<file path="config.mk">
export PLATFORM = sky130hd
export DESIGN_NAME = uart_cmd_scheduler
export DESIGN_NICKNAME = d
export VERILOG_FILES = /design/src/rtl/uart_cmd_scheduler.sv
export SDC_FILE = /design/constraint.sdc
export NUM_CORES = 1
export LEC_CHECK = 0
export BUFFER_PORTS_ARGS = -buffer_cell sky130_fd_sc_hd__buf_2
export CAP_MARGIN = 20
export CORE_MARGIN = 2
export CORE_UTILIZATION = 53
export DETAILED_ROUTE_END_ITERATION = 7
export GPL_TIMING_DRIVEN = 0
export PLACE_DENSITY_LB_ADDON = 0.05
export SKIP_LAST_GASP = 1
export SYNTH_ARGS = -nofsm -noshare
export SYNTH_HDL_FRONTEND = slang
export SYNTH_SLANG_ARGS = --single-unit
</file>
<file path="constraint.sdc">
create_clock -name clk -period 2.15 [get_ports clk]
set_input_delay 0.1075 -clock clk [delete_from_list [all_inputs] [get_ports clk]]
set_output_delay 0.1075 -clock clk [all_outputs]
set_load 0.02 [all_outputs]
</file>
<file path="src/rtl/uart_cmd_scheduler.sv">
// rtl/uart_cmd_scheduler.sv - request FIFO and one-outstanding command sequencer for the UART register master
module uart_cmd_scheduler #(
  parameter int ADDR_WIDTH = 7,
  parameter int DATA_WIDTH = 8,
  parameter int CMD_WIDTH  = 1 + ADDR_WIDTH + DATA_WIDTH,
  parameter int FIFO_DEPTH = 4,
  parameter int RD_TIMEOUT = 20000
) (
  input  logic                  clk,
  input  logic                  rst,
  input  logic                  req_valid,
  output logic                  req_ready,
  input  logic                  req_write,
  input  logic [ADDR_WIDTH-1:0] req_addr,
  input  logic [DATA_WIDTH-1:0] req_wdata,
  output logic                  cmd_valid,
  output logic [CMD_WIDTH-1:0]  cmd_data,
  input  logic                  cmd_ready,
  input  logic                  read_valid,
  input  logic [DATA_WIDTH-1:0] read_data,
  output logic                  resp_valid,
  input  logic                  resp_ready,
  output logic                  resp_write,
  output logic [DATA_WIDTH-1:0] resp_rdata,
  output logic                  resp_err
);

  localparam int PW = $clog2(FIFO_DEPTH);
  localparam int CW = $clog2(RD_TIMEOUT + 1);

  typedef enum logic [2:0] {IDLE, ISSUE, TX_WAIT, RD_WAIT, RESP} state_t;

  state_t                 state, state_next;
  logic [CMD_WIDTH-1:0]   fifo_mem [FIFO_DEPTH];
  logic [PW:0]            wr_ptr, rd_ptr;
  logic                   fifo_empty, fifo_full, push, pop, fire;
  logic                   frame_done, tmo_hit, load_resp;
  logic [CMD_WIDTH-1:0]   head;
  logic                   hold_write, rd_latched;
  logic [DATA_WIDTH-1:0]  rd_latch_data;
  logic [CW-1:0]          tmo_cnt, tmo_inc;

  assign fifo_empty = (wr_ptr == rd_ptr);
  assign fifo_full  = (wr_ptr[PW] != rd_ptr[PW]) && (wr_ptr[PW-1:0] == rd_ptr[PW-1:0]);
  assign req_ready  = ~fifo_full;
  assign push       = req_valid && req_ready;
  assign head       = fifo_mem[rd_ptr[PW-1:0]];
  assign resp_valid = (state == RESP);

  // The pulse cycle is the first TX_WAIT cycle; cmd_ready there is still the pre-frame idle level.
  assign frame_done = (state == TX_WAIT) && !cmd_valid && cmd_ready;
  assign tmo_inc    = tmo_cnt + CW'(1);
  assign tmo_hit    = (tmo_inc == CW'(RD_TIMEOUT - 1));

  always_ff @(posedge clk) begin
    if (push) fifo_mem[wr_ptr[PW-1:0]] <= {req_write, req_addr, req_wdata};
  end

  always_ff @(posedge clk or posedge rst) begin
    if (rst) begin
      wr_ptr <= '0;
      rd_ptr <= '0;
    end else begin
      if (push) wr_ptr <= wr_ptr + (PW+1)'(1);
      if (pop)  rd_ptr <= rd_ptr + (PW+1)'(1);
    end
  end

  always_ff @(posedge clk or posedge rst) begin
    if (rst) state <= IDLE;
    else     state <= state_next;
  end

  always_comb begin
    state_next = state;
    unique case (state)
      IDLE:    if (!fifo_empty && !resp_valid) state_next = ISSUE;
      ISSUE:   if (cmd_ready) state_next = TX_WAIT;
      TX_WAIT: if (frame_done) state_next = (hold_write || rd_latched || read_valid) ? RESP : RD_WAIT;
      RD_WAIT: if (read_valid || tmo_hit) state_next = RESP;
      RESP:    if (resp_ready) state_next = IDLE;
      default: state_next = IDLE;
    endcase
  end

  always_comb begin
    pop       = (state == IDLE) && (state_next == ISSUE);
    fire      = (state == ISSUE) && cmd_ready;
    load_resp = (state != RESP) && (state_next == RESP);
  end

  always_ff @(posedge clk or posedge rst) begin
    if (rst) begin
      hold_write    <= 1'b0;
      cmd_valid     <= 1'b0;
      cmd_data      <= '0;
      rd_latched    <= 1'b0;
      rd_latch_data <= '0;
      tmo_cnt       <= '0;
      resp_write    <= 1'b0;
      resp_rdata    <= '0;
      resp_err      <= 1'b0;
    end else begin
      cmd_valid <= fire;
      if (pop) begin
        hold_write <= head[CMD_WIDTH-1];
        cmd_data   <= head[CMD_WIDTH-1] ? head
                    : {head[CMD_WIDTH-1 -: ADDR_WIDTH+1], {DATA_WIDTH{1'b0}}};
        rd_latched <= 1'b0;
      end else if (state == TX_WAIT && read_valid && !rd_latched) begin
        rd_latched    <= 1'b1;
        rd_latch_data <= read_data;
      end
      if (frame_done)            tmo_cnt <= '0;
      else if (state == RD_WAIT) tmo_cnt <= tmo_inc;
      if (load_resp) begin
        resp_write <= hold_write;
        if (hold_write) begin
          resp_rdata <= '0;
          resp_err   <= 1'b0;
        end else if (state == TX_WAIT) begin
          resp_rdata <= rd_latched ? rd_latch_data : read_data;
          resp_err   <= 1'b0;
        end else if (read_valid) begin
          // A reply landing on the timeout cycle still counts as data.
          resp_rdata <= read_data;
          resp_err   <= 1'b0;
        end else begin
          resp_rdata <= '0;
          resp_err   <= 1'b1;
        end
      end
    end
  end

endmodule

</file>
== Yosys cells after proc, flatten, opt, wreduce, memory -nomap -nowiden ==
Memories as Yosys holds them, arrays and structs flattened.
Index checks and enable logic that the tools add are counted.

* Register bits after elaboration: 61
* Memories kept: 1
* Bits in writable memories: 64
* Output and inout port bits: 29
* Bits of input ports: 30
* Logic and storage cells: 71

* Eq/ne operators: 11
* Reduce and logical (&&, ||, !) cells: 21
* Multiplexer cells: 21
* Bitwise gates (word level): 2
* Add/sub/neg operators: 3

{| class="wikitable"
|+ Memory list
! memory !! depth !! width !! rd ports !! clocked after memory_dff !! wr ports !! RTL line !! text
|-
| fifo_mem || 4 || 16 || 1 || 0 || 1 || 34 || <nowiki>logic [CMD_WIDTH-1:0] fifo_mem [FIFO_DEPTH];</nowiki>
|}

{| class="wikitable"
|+ Operators by type and width
! operator !! count
|-
| two-way mux 8 bit || 4
|-
| two-way mux 15 bit || 2
|-
| two-way mux 3 bit || 6
|-
| two-way mux 16 bit || 1
|-
| adder 15 x 1 -> 15 bit, second input constant || 1
|-
| equality test 15 bit, second input constant || 1
|-
| one-hot mux 3 bit (5 select lines) || 1
|-
| logical AND 1 bit || 10
|-
| two-way mux 1 bit || 7
|-
| adder 3 x 1 -> 3 bit, second input constant || 2
|-
| equality test 3 x 1 -> 1 bit, second input constant || 2
|-
| equality test 3 x 2 -> 1 bit, second input constant || 2
|-
| equality test 3 bit, second input constant || 2
|-
| zero test 1 bit || 4
|-
| nonzero test 2 bit || 2
|-
| equality test 3 bit || 1
|-
| zero test 3 bit || 1
|-
| logical OR 1 bit || 3
|-
| != test 3 bit, second input constant || 1
|-
| equality test 2 bit || 1
|-
| inverter 1 bit || 2
|-
| AND reduction 2 bit || 1
|-
| != test 1 bit || 1
|}

== Depth between registers and ports, before layout ==
Gate-level depths: netlist of run 1.

* Depth after elaboration: 9
* Gate-level depth with buffers: 8
* Depth with buffers taken out: 7

== Least setup slack after synthesis of run 1 ==
No wires, ideal clock.

* Path type: reg2reg
* Start point: register tmo_cnt[0]
* End point: register resp_rdata[0]
* Library setup time: 0.125 ns
* Path buffers: 0
* Data arrival time: 2.207 ns
* Clock period less this slack: 2.332 ns
* Slack: -0.182 ns
* Required time: 2.025 ns
* Cell stages (with the launch flop): 8
* Path through: dfrtp_1 -> ha_1 -> and4_1 -> nand4_1 -> mux2i_1 -> nand3_1 -> o31ai_4 -> mux2_2

* Word-level cells in the longest chain between the ends: 7

{| class="wikitable"
|+ RTL lines
! item !! RTL line !! text
|-
| from (decl) || 41 || <nowiki>logic [CW-1:0] tmo_cnt, tmo_inc;</nowiki>
|-
| from (signal assigned) || 115 || <nowiki>else if (state == RD_WAIT) tmo_cnt <= tmo_inc;</nowiki>
|-
| adder 15 x 1 -> 15 bit || 52 || <nowiki>assign tmo_inc = tmo_cnt + CW'(1);</nowiki>
|-
| equality test 15 bit || 53 || <nowiki>assign tmo_hit = (tmo_inc == CW'(RD_TIMEOUT - 1));</nowiki>
|-
| logical OR 1 bit || 80 || <nowiki>RD_WAIT: if (read_valid || tmo_hit) state_next = RESP;</nowiki>
|-
| two-way mux 3 bit || 80 ||
|-
| one-hot mux 3 bit (5 select lines) || 76 || <nowiki>unique case (state)</nowiki>
|-
| equality test 3 bit || 89 || <nowiki>load_resp = (state != RESP) && (state_next == RESP);</nowiki>
|-
| logical AND 1 bit || 89 ||
|-
| to (signal assigned) || 122 || <nowiki>resp_rdata <= rd_latched ? rd_latch_data : read_data;</nowiki>
|-
| to (signal assigned) || 126 || <nowiki>resp_rdata <= read_data;</nowiki>
|-
| to (decl) || 24 || <nowiki>output logic [DATA_WIDTH-1:0] resp_rdata,</nowiki>
|}

No other way between the ends.
A chain may end at the register's enable or synchronous reset.

== Final worst setup path of run 1 ==
* Start point: register tmo_cnt[9]
* End point: register resp_write

* Word-level cells in the longest chain between the ends: 7

{| class="wikitable"
|+ RTL lines
! item !! RTL line !! text
|-
| adder 15 x 1 -> 15 bit || 52 ||
|-
| equality test 15 bit || 53 ||
|-
| logical OR 1 bit || 80 ||
|-
| two-way mux 3 bit || 80 ||
|-
| one-hot mux 3 bit (5 select lines) || 76 ||
|-
| equality test 3 bit || 89 ||
|-
| logical AND 1 bit || 89 ||
|-
| to (signal assigned) || 117 || <nowiki>resp_write <= hold_write;</nowiki>
|-
| to (decl) || 23 || <nowiki>output logic resp_write,</nowiki>
|}

No other way between the ends.

==> results.yml, run 1 <==
run_status:
  status: "finished, violations left"
  violations: "setup timing"
global_route:
  grt_max_degree: 32
  grt_usage_pct: 21.7
  antenna_found_initial: 0
  gr-total-overflow: 0
  grt_pass1_vias: 3507
  grt_pass1_wl_um: 17900
yosys:
  synthFlopType: "edfxtp_1"
  synthesis.nets: 423
  syn_avg_cell_area_um2: 13.9
  ys_warn_count: 0
  synthCells: 386
  ys_ff_latch: 124
  syn-cell-area_mm2: 0.00537
  ys_seq_area_share_pct: 63.7
  synth_edf_count: 64
  synth_cell_types: 50
  async_flop_share_pct: 48.4
power:
  power_leakage_nw: 2.81
  peakVddDrop_mv: 0.840
  power_density_mw_per_mm2: 1380
sta:
  setup_violations: 8
  relSlewSlack_pct: 38.7
  fin_worst_skew_ns: 0.00962
  slew_violations: 0
  rsz0062_at_grt: "yes"
  final.setup.worst_slack_ns: -0.110
  tightestPinTransition_ns: 0.918
  fmax_mhz: 442
  hold_viol: 0
  final.period_utilization_pct: 105
  tns_ns: -0.863
  fin_crit_ns: 2.26
hold_path:
  hold_class: "input port to async pin"
floorplanning:
  io_pins: 59
  coreArea_mm2: 0.00982
  start_util_pct: 54.7
  num_rows: 36
  fp.dieH_um: 105
  die_w_um: 105
  die-area_mm2: 0.0110
place:
  post-place-ws_ns: -0.400
  hpwl_um: 6700
  gp_congestion: 0.820
  placed_area_mm2: 0.00588
  port_buffers: 57
  placed_cells: 577
clock_tree:
  cts.sinks: 124
  cts_root_buffer: "clkbuf_8"
  cts_tree: "built"
  cts_buffers: 17
  path_clk_slew_ns: 0.05
  cts_buffer_depth: 2
  clkLatencyLatePin_ns: 0.52
  htree_levels: 4
routing:
  wirelength_um: 10900
  first_pass_iters: 5
  drtIter0Drc: 137
  drc: 0
  wl_per_cell_um: 16.8
  vias_per_cell: 5.40
  drtAntennaViolNets: 0
  num_vias: 3502
worst_setup_path:
  arrival_ns: 2.66
  crit_fanout: 8
  crit_type: "register to register"
  end_kind: "register"
  critPathLaunchType: "register"
  cp.required_ns: 2.55
layout:
  post-route-cell-area_mm2: 0.00697
  antennaDiodeCount: 0
  final_nets: 540
  drive_above_1_share_pct: 34.5
  area_growth_pct: 29.8
  fillers: 697
  final_cells: 649
run:
  max-cap-violations: 0
## where the power goes
part	switching [mW]	total [mW]	internal, mW
Clock	0.958	2.74	1.78
Sequential	0.392	3.65	3.26
Combinational	1.77	3.24	1.47
## cells by family after synthesis
| group | after synthesis | share of synthesized area (%) |
|---|---|---|
| adder cells (fa/ha/maj) | 7 | 1.63 |
| AO/OA/AOI/OAI | 67 | 8.01 |
| AND/OR/NAND/NOR | 104 | 10.2 |
| flip-flops | 124 | 63.7 |
| XOR/XNOR | 13 | 2.12 |
| multiplexers | 43 | 12.1 |
| buffers and inverters | 28 | 2.21 |
## synth_stat cells (4+ instances only)
cell type	count	area, µm²
nor2_1	15	56.3
a22o_1	7	61.3
a21oi_1	6	30.0
nor3_1	4	20.0
and4_1	4	35.0
inv_1	9	33.8
mux2_2	24	270
nand3_1	5	25.0
nand2_1	35	131
xnor2_1	8	70.1
nand4_1	6	37.5
and3_1	5	31.3
buf_2	6	30.0
nor3b_1	4	30.0
xor2_1	5	43.8
o21ai_0	32	160
mux2i_1	4	40.0
dfrtp_1	60	1500
nand2b_1	9	56.3
ha_1	7	87.6
nor2b_1	5	31.3
edfxtp_1	64	1920
mux4_2	15	338
clkbuf_1	10	37.5
## state kept, by name, indices dropped and copies added (netlist names)
name           cells
resp_err           1
wr_ptr             3
fifo_mem          64
cmd_data          16
rd_latched         1
cmd_valid          1
state              3
resp_rdata         8
resp_write         1
rd_ptr             3
tmo_cnt           15
rd_latch_data      8
## layout make-up
| class | instances | area (µm²) | area share [%] |
|---|---|---|---|
| multi-input cells | 234 | 1960 | 28.0 |
| inverters | 9 | 33.8 | 0.484 |
| plain buffers | 18 | 120 | 1.72 |
| flip-flops and latches | 124 | 3430 | 49.2 |
| repair buffers | 99 | 698 | 10.0 |
| well taps | 133 | 166 | 2.39 |
| clock buffers | 23 | 447 | 6.40 |
| clock inverters | 9 | 123 | 1.76 |
## stage by stage
step | util [%] | hold slack (ns) | total power [mW]
after floorplan | - | 0.206 | 5.83
after global placement | 59.7 | 0.318 | 6.63
after detailed placement | 59.9 | 0.254 | 6.72
after CTS | 70.0 | 0.251 | 9.69
after global routing | 71.0 | 0.304 | 10.2
final | 71.0 | 0.252 | 9.64
## metal layers
| layer | share of wire, % | GRT usage (%) | vias up |
|---|---|---|---|
| li1 | - | - | 1688 |
| met3 | 3.6 | 7.05 | 8 |
| met2 | 52 | 36.5 | 62 |
| met4 | 0.82 | 6.86 | 0 |
| met1 | 44 | 26.7 | 1744 |
| met5 | 0 | 0 | - |
## worst max-delay path, cell delays in order (launching register included)
cell and delay (ns):
dfrtp_1 0.38, buf_6 0.13, xnor2_1 0.12, or4b_4 0.52, nand2_2 0.08, nand3_2 0.09, o31ai_4 0.33, buf_12 0.18
mux2_4 0.30
## what timing repair did
action	in CTS	in global routing
hold buffers	29	0
pin swaps	4	6
setup endpoints to repair	108	38
hold endpoints to repair	115	0
setup buffers	7	5
gates resized for setup	21	31
## placed cells by master, fill, tap and decap left out, drive strengths merged, types with 2 or more instances in the layout
master	netlist	routed
clkinvlp	0	2
nand3	6	6
xnor2	8	8
nand3b	2	2
and2	2	2
dfrtp	60	60
dlygate4sd3	0	29
and4	4	4
a211oi	3	3
edfxtp	64	64
bufinv	0	3
nor2b	5	5
o22ai	2	2
nand2	35	35
mux2i	4	4
mux4	15	15
a22o	7	7
ha	7	7
nor3	4	4
mux2	24	24
o21ai	33	33
a31oi	3	3
nor3b	4	4
clkinv	0	4
or3	2	2
clkbuf	12	32
nand2b	9	9
nand4	7	7
xor2	5	5
inv	9	9
nor2	15	15
a21oi	6	6
and3	5	5
o31ai	4	4
buf	7	79
## path summary, 6_finish.rpt
check,slack (ns),cells after the start,end,start
hold / removal,0.25,3,cmd_data[8],rst
min in group clk,0.32,2,fifo_mem[0][2],req_wdata[2]
setup / recovery,-0.11,8,resp_write,tmo_cnt[9]
max in group asynchronous,1.28,4,tmo_cnt[0],rst
setup reg to reg,-0.11,8,resp_write,tmo_cnt[9]
hold reg to reg,0.48,2,cmd_data[0],cmd_data[0]
No activity file was read; power rests on OpenSTA's default activity.
==> run 2: changes to the inputs <==
- CORE_MARGIN: 2 -> not set
==> results.yml, run 2 (synthesis results as in run 1) <==
floorplanning:
  fp.dieH_um: 103
  die-area_mm2: 0.0105
  num_rows: 36
  start_util_pct: 54.7
  die_w_um: 103
  coreArea_mm2: 0.00982
  io_pins: 59
hold_path:
  hold_class: "input port to register"
  hold_path_depth: 3
clock_tree:
  path_clk_slew_ns: 0.06
  cts_buffer_depth: 2
  cts_root_buffer: "clkbuf_8"
  clkLatencyLatePin_ns: 0.52
  cts.sinks: 124
  cts_tree: "built"
  cts_buffers: 17
  htree_levels: 4
sta:
  relSlewSlack_pct: 40.6
  rsz0062_at_grt: "yes"
  tns_ns: -0.867
  final.setup.worst_slack_ns: -0.115
  tightestPinTransition_ns: 0.889
  fmax_mhz: 442
  hold_viol: 0
  fin_worst_skew_ns: 0.00912
  final.period_utilization_pct: 105
  setup_violations: 8
  fin_crit_ns: 2.26
  slew_violations: 0
  whs_ns: 0.0250
worst_setup_path:
  arrival_ns: 2.67
  critPathLaunch: "tmo_cnt[1]"
  r2r_slack_ns: -0.11
  crit_fanout: 9
  worstRegToRegCells: 8
  crit_type: "register to register"
  endpoint: "resp_rdata[2]"
  end_kind: "register"
  critPathLaunchType: "register"
  r2r_start: "tmo_cnt[1]"
  cp.required_ns: 2.56
  rr_endpoint: "resp_rdata[2]"
global_route:
  grt_usage_pct: 22.5
  grt_pass1_vias: 3533
  grt_pass1_wl_um: 17100
  grt_max_degree: 33
  gr-total-overflow: 0
  antenna_found_initial: 0
routing:
  num_vias: 3549
  drtAntennaViolNets: 0
  vias_per_cell: 5.46
  first_pass_iters: 4
  wl_per_cell_um: 16.7
  drc: 0
  drtIter0Drc: 112
  wirelength_um: 10900
layout:
  layout_commonest_cell: "edfxtp_1"
  antennaDiodeCount: 0
  fillers: 739
  final_cell_mix: "64 x edfxtp_1, 61 x buf_2, 56 x dfrtp_1, 35 x nand2_1, 31 x o21ai_0"
  area_growth_pct: 30.0
  largest_reg_flops: 64
  post-route-cell-area_mm2: 0.00699
  drive_above_1_share_pct: 34.4
  multi_input_area_mm2: 0.00192
  regArea_mm2: 0.00343
  final_nets: 541
run_status:
  status: "finished, violations left"
  violations: "setup timing"
place:
  port_buffers: 57
  hpwl_um: 6530
  placed_area_mm2: 0.00588
  gp_congestion: 0.893
power:
  p_comb_share_pct: 32.8
  peakVddDrop_mv: 1.15
  power_leakage_nw: 2.84
  seqPwrFrac_pct: 37.1
  power_frac_clock_pct: 30.1
  netSwitchingFraction_pct: 32.7
  power_density_mw_per_mm2: 1410
  p_int_mw: 6.61
  finalPower_mw: 9.82
  p_switching_mw: 3.21
run:
  max-cap-violations: 0
run 2: cell count changes in the layout (fill, tap and decap cells not counted), moves of 3 or more:
cell	before	now
mux2_4	8	1
clkbuf_1	11	6
clkinv_4	0	3
mux2_2	16	23
run 2: worst max-delay path: stages (launching register included):
cell	delay [ns]
dfrtp_2	0.42
ha_4	0.17
and4_4	0.26
and4_4	0.25
xnor2_1	0.13
nand2_1	0.13
o31ai_4	0.28
buf_12	0.17
mux2_2	0.33
run 2: metrics by stage:
| step | worst slack [ns] | instances | util [%] |
|---|---|---|---|
| after floorplan | -0.0754 | 386 | - |
| after global placement | -0.455 | 576 | 59.7 |
| after detailed placement | -0.369 | 577 | 59.9 |
| after CTS | -0.100 | 643 | 70.1 |
| after global routing | -0.197 | 650 | 71.1 |
| final | -0.115 | 650 | 71.1 |
run 2: power groups by stage:
stage	combinational, mW	clock [mW]	sequential (mW)
finish	3.22	2.96	3.64
global placement	2.99	0	3.65
floorplan	1.98	0	3.85
detailed placement	3.04	0	3.68
global route	3.54	3.11	3.73
CTS	3.22	3.00	3.64
run 2: cell type report:
type | instances | area share (%)
Clock buffer | 18 | 6.13
Sequential cell | 124 | 49.1
Timing Repair Buffer | 100 | 10.1
Multi-Input combinational cell | 234 | 27.4
Buffer | 18 | 1.59
Clock inverter | 14 | 2.76
Inverter | 9 | 0.484
Tap cell | 133 | 2.38
run 2: worst min-delay path by stage:
stage	end	startpoint
after floorplan	fifo_mem[0][0]	req_wdata[0]
after global placement	fifo_mem[1][6]	req_wdata[6]
after detailed placement	resp_rdata[4]	rst
after CTS	rd_latched	read_valid
after global routing	rd_latched	read_valid
final	rd_latched	read_valid
run 2: repair_timing:
action / CTS / global route
endpoints found under the setup margin: 110 / 38
pin swaps: 2 / 5
cloned: 0 / 0
hold buffers: 28 / 0
setup buffers: 6 / 8
hold endpoints to repair: 114 / 0
resized for setup: 18 / 17
run 2: routing by layer:
metal,global-route usage [%],wire (µm),up-vias
met4,11.1,174,0
li1,-,-,1694
met1,27.0,4650,1756
met2,37.7,5580,80
met5,0,0,-
met3,5.97,458,19
==> run 3: changes to the inputs <==
- BUFFER_PORTS_ARGS: -buffer_cell sky130_fd_sc_hd__buf_2 -> -buffer_cell sky130_fd_sc_hd__buf_4
- SKIP_LAST_GASP: 1 -> not set
==> results.yml, run 3 (synthesis results as in run 1) <==
routing:
  drtAntennaViolNets: 0
  drc: 0
  drtIter0Drc: 159
  wirelength_um: 11900
  vias_per_cell: 5.53
  first_pass_iters: 4
  num_vias: 3600
  wl_per_cell_um: 18.2
run_status:
  violations: "setup timing"
  status: "finished, violations left"
sta:
  final.period_utilization_pct: 111
  slew_violations: 0
  rsz0062_at_grt: "yes"
  tns_ns: -1.91
  tightestPinTransition_ns: 1.05
  setup_violations: 11
  fin_worst_skew_ns: 0.0112
  fin_crit_ns: 2.39
  fmax_mhz: 419
  relSlewSlack_pct: 30.1
  hold_viol: 0
  final.setup.worst_slack_ns: -0.235
power:
  power_density_mw_per_mm2: 1390
  power_leakage_nw: 2.90
  peakVddDrop_mv: 0.944
place:
  hpwl_um: 6660
  gp_congestion: 0.869
  port_buffers: 57
  placed_cells: 577
floorplanning:
  num_rows: 36
  fp.dieH_um: 103
  die_w_um: 103
  die-area_mm2: 0.0105
  coreArea_mm2: 0.00982
  io_pins: 59
  start_util_pct: 54.7
global_route:
  antenna_found_initial: 0
  grt_pass1_wl_um: 18100
  gr-total-overflow: 0
  grt_usage_pct: 24.1
  grt_max_degree: 38
  grt_pass1_vias: 3624
worst_setup_path:
  crit_fanout: 8
  rr_endpoint: "resp_rdata[3]"
  critPathLaunch: "tmo_cnt[0]"
  end_kind: "register"
  worstRegToRegCells: 9
  r2r_start: "tmo_cnt[0]"
  cp.required_ns: 2.55
  r2r_slack_ns: -0.24
  crit_type: "register to register"
  critical_path.most_common_cell: "and4_4"
  cp_slowest_stage_delay_ns: 0.47
  slowest_stage: "dfrtp_2"
  critPathLaunchType: "register"
  arrival_ns: 2.79
  cp_cell_sequence: "ha_4 > and4_4 > and4_4 > xnor2_1 > nand2_1 > o31ai_4 > buf_6 > buf_12 > mux2_4"
layout:
  final_cell_mix: "71 x buf_4, 64 x edfxtp_1, 56 x dfrtp_1, 34 x nand2_1, 30 x o21ai_0"
  largest_reg_flops: 64
  layout_commonest_cell: "buf_4"
  antennaDiodeCount: 0
  drive_above_1_share_pct: 35.5
  area_growth_pct: 34.0
  final_cells: 651
  final_nets: 542
run:
  max-cap-violations: 0
clock_tree:
  cts_buffers: 17
  cts_root_buffer: "clkbuf_8"
  cts_tree: "built"
  path_clk_slew_ns: 0.06
  cts.sinks: 124
  cts_buffer_depth: 2
  htree_levels: 4
  clkLatencyLatePin_ns: 0.52
hold_path:
  hold_class: "input port to register"
  hold_path_depth: 3
  hp-start: "read_valid"
  min_to: "rd_latched"
==> run 3: changes by cell type in the layout (fill, tap and decap cells not counted), sizes merged <==
cell,delta
buf,+1
bufinv,-1
clkbuf,+4
clkinv,+2
clkinvlp,-3
dlymetal6s2s,-1
inv,-1
==> run 3: how the worst max path moves through the flow <==
| stage | depth (start not counted) | slack, ns | to |
|---|---|---|---|
| finish | 9 | -0.24 | resp_rdata[3] |
| global route | 9 | -0.27 | resp_rdata[2] |
| CTS | 9 | -0.19 | resp_rdata[0] |
| detailed placement | 6 | -0.35 | resp_rdata[3] |
| global placement | 2 | -0.48 | tmo_cnt[0] |
| floorplan | 7 | -0.08 | resp_rdata[0] |
==> run 3: critical path, delay by kind of cell (launching register included) <==
| kind | cells | cell delay [ns] |
|---|---|---|
| flip-flops | 1 | 0.47 |
| buffers and inverters | 2 | 0.28 |
| multiplexers | 1 | 0.30 |
| XOR/XNOR | 1 | 0.14 |
| AND/OR/NAND/NOR | 3 | 0.66 |
| AO/OA/AOI/OAI | 1 | 0.26 |
| adder cells (fa/ha/maj) | 1 | 0.16 |
==> run 3: report_power, final <==
group,internal [mW],switching (mW)
Clock,1.79,1.02
Combinational,1.65,1.84
Sequential,3.26,0.437
==> run 3: stage by stage <==
step | cell area, µm² | util (%) | setup slack (ns) | total power [mW] | hold slack (ns)
6_report | 7200 | 73.3 | -0.235 | 9.99 | 0.0533
3_3_place_gp | 6000 | 61.1 | -0.484 | 6.77 | 0.307
3_5_place_dp | 6030 | 61.4 | -0.351 | 6.89 | 0.310
4_1_cts | 7090 | 72.2 | -0.194 | 9.91 | 0.0131
5_1_grt | 7200 | 73.3 | -0.273 | 10.5 | 0.0718
2_1_floorplan | 5410 | - | -0.0754 | 5.83 | 0.206
==> run 3: area by class of cell <==
cell class | count | area (µm²)
plain buffers | 18 | 114
clock buffers | 21 | 439
clock inverters | 11 | 144
fillers | 634 | 2620
inverters | 9 | 33.8
multi-input cells | 234 | 1990
flip-flops and latches | 124 | 3430
well taps | 133 | 166
repair buffers | 101 | 888
==> run 3: metal layers <==
layer	global-route usage, %	routed length [µm]	part of all wire (%)
met3	7.05	463	3.9
met5	0	0	0
met1	28.7	4980	42
met2	41.2	6310	53
met4	9.34	124	1.0
==> run 3: timing repair <==
action                     CTS  global route
setup endpoints to repair  109            31
pin swaps                    4             7
gates resized for setup     27            29
hold endpoints to repair   120             0
setup buffers               26             5
hold buffers                28             0
cloned                       1             0
